===== src/rtl/serial_pkg.sv =====
// Shared definitions for the lab serial link (TX and RX sides).
// State encodings and line levels must stay identical on both ends.
package serial_pkg;

    typedef enum logic [1:0] {
        ST_IDLE  = 2'd0,
        ST_START = 2'd1,
        ST_DATA  = 2'd2,
        ST_STOP  = 2'd3
    } serial_state_t;

    localparam logic LINE_IDLE = 1'b1;
    localparam logic START_LVL = 1'b0;

    // Width of a counter that must hold 0..n-1, never narrower than one bit.
    function automatic int unsigned cnt_width(input int unsigned n);
        return (n > 1) ? $clog2(n) : 1;
    endfunction

endpackage


===== src/rtl/baud_tick_gen.sv =====
// Bit-period timer: pulses tick for one cycle when the count reaches CLK_DIV-1.
// The count is held at zero whenever en is low.
module baud_tick_gen
    import serial_pkg::*;
#(
    parameter int unsigned CLK_DIV = 16
) (
    input  logic clk,
    input  logic rst,
    input  logic en,
    output logic tick
);

    localparam int unsigned CNT_W = cnt_width(CLK_DIV);
    localparam logic [CNT_W-1:0] CNT_LAST = CNT_W'(CLK_DIV - 1);

    logic [CNT_W-1:0] cnt;

    always_ff @(posedge clk) begin
        if (rst || !en) begin
            cnt <= '0;
        end else if (cnt == CNT_LAST) begin
            cnt <= '0;
        end else begin
            cnt <= cnt + 1'b1;
        end
    end

    assign tick = en && (cnt == CNT_LAST);

endmodule


===== src/rtl/serial_tx_8n1.sv =====
// Serial transmitter: accepts one word per valid/ready handshake and sends
// it as start bit, DATA_W data bits LSB first, and one stop bit.
module serial_tx_8n1
    import serial_pkg::*;
#(
    parameter int unsigned CLK_DIV = 16,
    parameter int unsigned DATA_W  = 8
) (
    input  logic              clk,
    input  logic              rst,
    input  logic              tx_valid,
    input  logic [DATA_W-1:0] tx_data,
    output logic              tx_ready,
    output logic              tx,
    output logic              busy
);

    localparam int unsigned IDX_W = cnt_width(DATA_W);
    localparam logic [IDX_W-1:0] IDX_LAST = IDX_W'(DATA_W - 1);

    serial_state_t     state;
    logic [DATA_W-1:0] shift_reg;
    logic [DATA_W-1:0] shift_next;
    logic [IDX_W-1:0]  bit_idx;
    logic              bit_tick;
    logic              accept;

    assign accept     = tx_valid && (state == ST_IDLE);
    assign shift_next = shift_reg >> 1;

    // Timer runs for the whole frame; it is cleared only while idle, so the
    // first start-bit cycle always begins a fresh bit period.
    baud_tick_gen #(
        .CLK_DIV (CLK_DIV)
    ) u_baud (
        .clk  (clk),
        .rst  (rst),
        .en   (state != ST_IDLE),
        .tick (bit_tick)
    );

    always_ff @(posedge clk) begin
        if (rst) begin
            state     <= ST_IDLE;
            tx        <= LINE_IDLE;
            shift_reg <= '0;
            bit_idx   <= '0;
        end else begin
            case (state)
                ST_IDLE: begin
                    tx      <= LINE_IDLE;
                    bit_idx <= '0;
                    if (accept) begin
                        shift_reg <= tx_data;
                        tx        <= START_LVL;
                        state     <= ST_START;
                    end
                end
                ST_START: begin
                    if (bit_tick) begin
                        tx    <= shift_reg[0];
                        state <= ST_DATA;
                    end
                end
                // tx is registered, so the next bit is driven from the
                // post-shift value on the same edge the shift happens.
                ST_DATA: begin
                    if (bit_tick) begin
                        if (bit_idx == IDX_LAST) begin
                            tx    <= LINE_IDLE;
                            state <= ST_STOP;
                        end else begin
                            shift_reg <= shift_next;
                            tx        <= shift_next[0];
                            bit_idx   <= bit_idx + 1'b1;
                        end
                    end
                end
                ST_STOP: begin
                    tx <= LINE_IDLE;
                    if (bit_tick) begin
                        state <= ST_IDLE;
                    end
                end
                default: begin
                    tx    <= LINE_IDLE;
                    state <= ST_IDLE;
                end
            endcase
        end
    end

    assign tx_ready = (state == ST_IDLE);
    assign busy     = (state != ST_IDLE);

endmodule


===== config.mk =====
export PLATFORM = sky130hd
export DESIGN_NAME = serial_tx_8n1
export DESIGN_NICKNAME = d
export VERILOG_FILES = /design/src/rtl/serial_pkg.sv /design/src/rtl/baud_tick_gen.sv /design/src/rtl/serial_tx_8n1.sv
export SDC_FILE = /design/constraint.sdc
export NUM_CORES = 1
export LEC_CHECK = 0
export ABC_CLOCK_PERIOD_IN_PS = 3200
export BUFFER_PORTS_ARGS = -buffer_cell sky130_fd_sc_hd__buf_2
export CORE_UTILIZATION = 63
export CTS_BUF_LIST = sky130_fd_sc_hd__clkbuf_2
export CTS_CLUSTER_DIAMETER = 150
export DETAILED_ROUTE_END_ITERATION = 6
export PLACE_DENSITY = 0.86
export SLEW_MARGIN = 15
export SYNTH_ARGS = -nofsm -noshare
export SYNTH_HDL_FRONTEND = slang
export SYNTH_SLANG_ARGS = --single-unit

===== constraint.sdc =====
create_clock -name clk -period 3.2 [get_ports clk]
set_clock_uncertainty 0.2 [all_clocks]
set_input_delay 0.16 -clock clk [delete_from_list [all_inputs] [get_ports clk]]
set_output_delay 0.16 -clock clk [all_outputs]
set_load 0.005 [all_outputs]

==> tab_implementation.tex <==
\begin{tabular}{lr}
\hline
Metric & Value \\
\hline
\multicolumn{2}{l}{\textbf{Worst setup path}} \\
WP data required & 3250 ps \\
Data arrival time of the critical path & 2400 ps \\
Element type at the critical path start & register \\
Nature of the critical path endpoint & register \\
Critical path class & reg -> reg \\
Largest fanout on the critical path & 9 \\
\multicolumn{2}{l}{\textbf{Synthesis}} \\
Average cell area after synthesis & 9.700 sq um \\
Post-synthesis cell type count & 31 \\
Cell type contributing the most total cell area after synthesis & dfxtp\_1 \\
Synthesized net count & 123 \\
Netlist area before placement & 1018 sq um \\
Synth top area share & 35.38\% \\
Number of standard cells after synthesis & 105 \\
Sequential-to-total area share from yosys stat & 35.38\% \\
Flop and latch count out of synthesis & 18 \\
Yosys warning count & 0 \\
Leading cell types by total area after synthesis & dfxtp\_1 (35\%), mux2\_4 (10\%), mux2i\_1 (8.8\%), ha\_1 (8.6\%), nor2b\_1 (4.3\%) \\
\multicolumn{2}{l}{\textbf{Detailed routing}} \\
First-pass detailed-route iteration total & 6 \\
Iter 0 DRT Violations & 28 \\
Number of routed nets with antenna violations & 0 \\
Total DRC errors in the routed layout & 0 \\
Detailed-route via count & 754 \\
Routed length per instance & 12.24 um \\
DRT Wirelength & 1652 um \\
Detail-routed via count per cell & 5.585 \\
\multicolumn{2}{l}{\textbf{Clocking}} \\
CTS clk-pin slew, worst paths & 170 ps \\
Worst-Skew Late Latency & 300 ps \\
Sinks on the clock net & 18 \\
CTS tree & yes \\
Buffers inserted during post-CTS setup optimization & 0 \\
Maximum buffer depth of the clock tree & 2 \\
Number of H-tree levels & 1 \\
Number of buffers created by CTS & 3 \\
Root Buffer Master & clkbuf\_2 \\
\multicolumn{2}{l}{\textbf{Floorplan}} \\
Area of the die & 1781 sq um \\
I/O pin total & 14 \\
Placeable core area & 1506 sq um \\
Initial standard-cell utilization of the core & 67.61\% \\
Die W & 42.21 um \\
Row Count & 14 \\
Height of the chip & 42.21 um \\
\multicolumn{2}{l}{\textbf{Timing}} \\
Aggregate negative setup slack & 0 ps \\
Highest achievable clock rate & 424.6 MHz \\
Number of hold violations in the final report & 0 \\
Slew margin rel. & 66.80\% \\
Slew at the pin with the worst max-slew slack & 498.0 ps \\
Unrepaired setup endpoints after global routing & no \\
Final max-slew violation count & 0 \\
Setup-failing EPs final & 0 \\
Shortest period the worst path allows & 2355 ps \\
Period utilisation layout & 73.60\% \\
\multicolumn{2}{l}{\textbf{Global route}} \\
Busiest metal layer after global routing & met2 \\
All-layer global routing usage & 21.18\% \\
First-pass GRT wire length & 2904 um \\
Via count of the first global-routing pass & 712 \\
Met2 track utilization from global routing & 35.08\% \\
Number of antenna violations at the first check in global routing & 0 \\
Global routing usage on met1 & 26.61\% \\
Grt ovf & 0 \\
Met3 track demand over resource & 3.879\% \\
Pin count of the biggest net entering global routing & 22 \\
\multicolumn{2}{l}{\textbf{Power and ir drop}} \\
Ratio of total power to cell area & 729.2 nW/um\^{}2 \\
Cell leakage power & 0.5010 nW \\
Maximum VDD drop & 0.0004807 V \\
\multicolumn{2}{l}{\textbf{Place}} \\
Count of placed standard cells including taps & 130 \\
Count of port buffers added during placement & 13 \\
Total half-perimeter wirelength after legalization and detailed placement & 1285 um \\
Weighted congestion reported at the end of routability-driven placement & 0.7645 \\
\multicolumn{2}{l}{\textbf{Outcome}} \\
Result of the run & finished clean \\
\multicolumn{2}{l}{\textbf{Final layout}} \\
Antenna diode count & 0 \\
Number of non-filler instances in the completed layout & 135 \\
Nets & 138 \\
Area added between synthesis and finish & 8.477\% \\
Share of post-route cells with drive strength above 1 & 21.01\% \\
Fraction of the core area covered by cells at the end of the flow & 73.34\% \\
Max FFs per register & 8 \\
\multicolumn{2}{l}{\textbf{Hold path}} \\
Class of the worst hold path & in -> reg \\
\multicolumn{2}{l}{\textbf{Run}} \\
Max Cap Violations & 0 \\
\hline
\end{tabular}
==> layer usage <==
layer	wire length (um)	vias up	share of wire (%)
li1	-	398	-
met1	806	328	49
met2	759	23	46
met3	59	5	3.6
met4	25	0	1.5
met5	0	-	0
==> cells in the final DEF, fill, tap and decap left out, types with 2 or more instances in the layout <==
master,Yosys,layout
nor2_1,11,11
mux2i_1,9,9
ha_1,7,7
nor2b_1,7,7
or3_1,2,2
o211ai_1,3,3
a21oi_1,3,3
mux2_4,7,7
nand2_1,4,4
clkbuf_2,0,3
buf_2,1,13
inv_1,7,7
nand3_1,5,5
dfxtp_1,18,18
a222oi_1,2,2
==> cell usage after synthesis <==
master     n
inv_1      7
xor2_1     1
ha_1       7
o22a_1     1
nand4b_1   1
a211oi_1   1
a21oi_1    3
clkbuf_1   2
or3b_4     1
o211a_1    1
a311o_1    1
nor2_1    11
mux2i_1    9
and3_1     1
buf_6      2
nor2b_1    7
xnor2_1    1
mux2_4     7
o21ai_0    1
nor3_1     1
nand2_1    4
or3_1      2
dfxtp_1   18
or2_1      1
nand3_1    5
nor3b_1    1
o211ai_1   3
a222oi_1   2
nand2b_1   1
buf_2      1
a211o_1    1
==> final timing paths <==
path              cells past startpoint  slack (ps)            end          start
setup reg to reg                      6         840       state[1]       state[0]
setup / recovery                      6         840       state[1]       state[0]
hold reg to reg                       1         270  u_baud.cnt[0]  u_baud.cnt[0]
hold / removal                        4          10   shift_reg[5]     tx_data[5]
==> through the flow <==
stage / hold slack (ps) / power (mW) / area (sq um) / worst slack, ps
global placement: 210.0 / 0.7015 / 1076 / 934.2
CTS: 13.07 / 0.8098 / 1105 / 839.4
global route: 6.135 / 0.8648 / 1105 / 709.0
detailed placement: 213.6 / 0.7129 / 1076 / 861.2
finish: 12.18 / 0.8056 / 1105 / 844.7
floorplan: 98.81 / 0.6561 / 1018 / 1067
==> where the power goes <==
part	internal [mW]	total, mW	switching, mW
registers	0.277	0.311	0.0337
logic	0.206	0.396	0.190
clock network	0.0272	0.0987	0.0716
total	0.510	0.806	0.295
==> timing repair <==
item                                    CTS  global route
endpoints found under the setup margin    0             0
hold buffers                              1             0
resized for setup                         0             0
endpoints found under the hold margin     1             0
==> area by class of cell <==
class | count | area [sq um]
Clock buffer | 3 | 15.01
Clock inverter | 1 | 3.754
Fill cell | 122 | 401.6
Inverter | 7 | 26.28
Multi-Input combinational cell | 75 | 596.8
Sequential cell | 18 | 360.3
Tap cell | 16 | 20.02
Timing Repair Buffer | 15 | 82.58
==> kinds of logic after synthesis <==
group / count (synthesis) / share of synthesized area (%)
xor+xnor: 2 / 1.720
flops: 18 / 35.38
mux: 16 / 19.16
compound gates: 14 / 10.56
simple gates: 36 / 18.55
buf+inv: 12 / 6.020
fa+ha+maj: 7 / 8.599
==> worst max-delay path, cell delays in order, from the launching register on <==
cell      delay, ps
dfxtp_1         420
inv_1            80
ha_1            300
buf_4           210
or3_1           390
a222oi_1        460
mux2i_1         230
No activity file was read; power rests on OpenSTA's default activity.
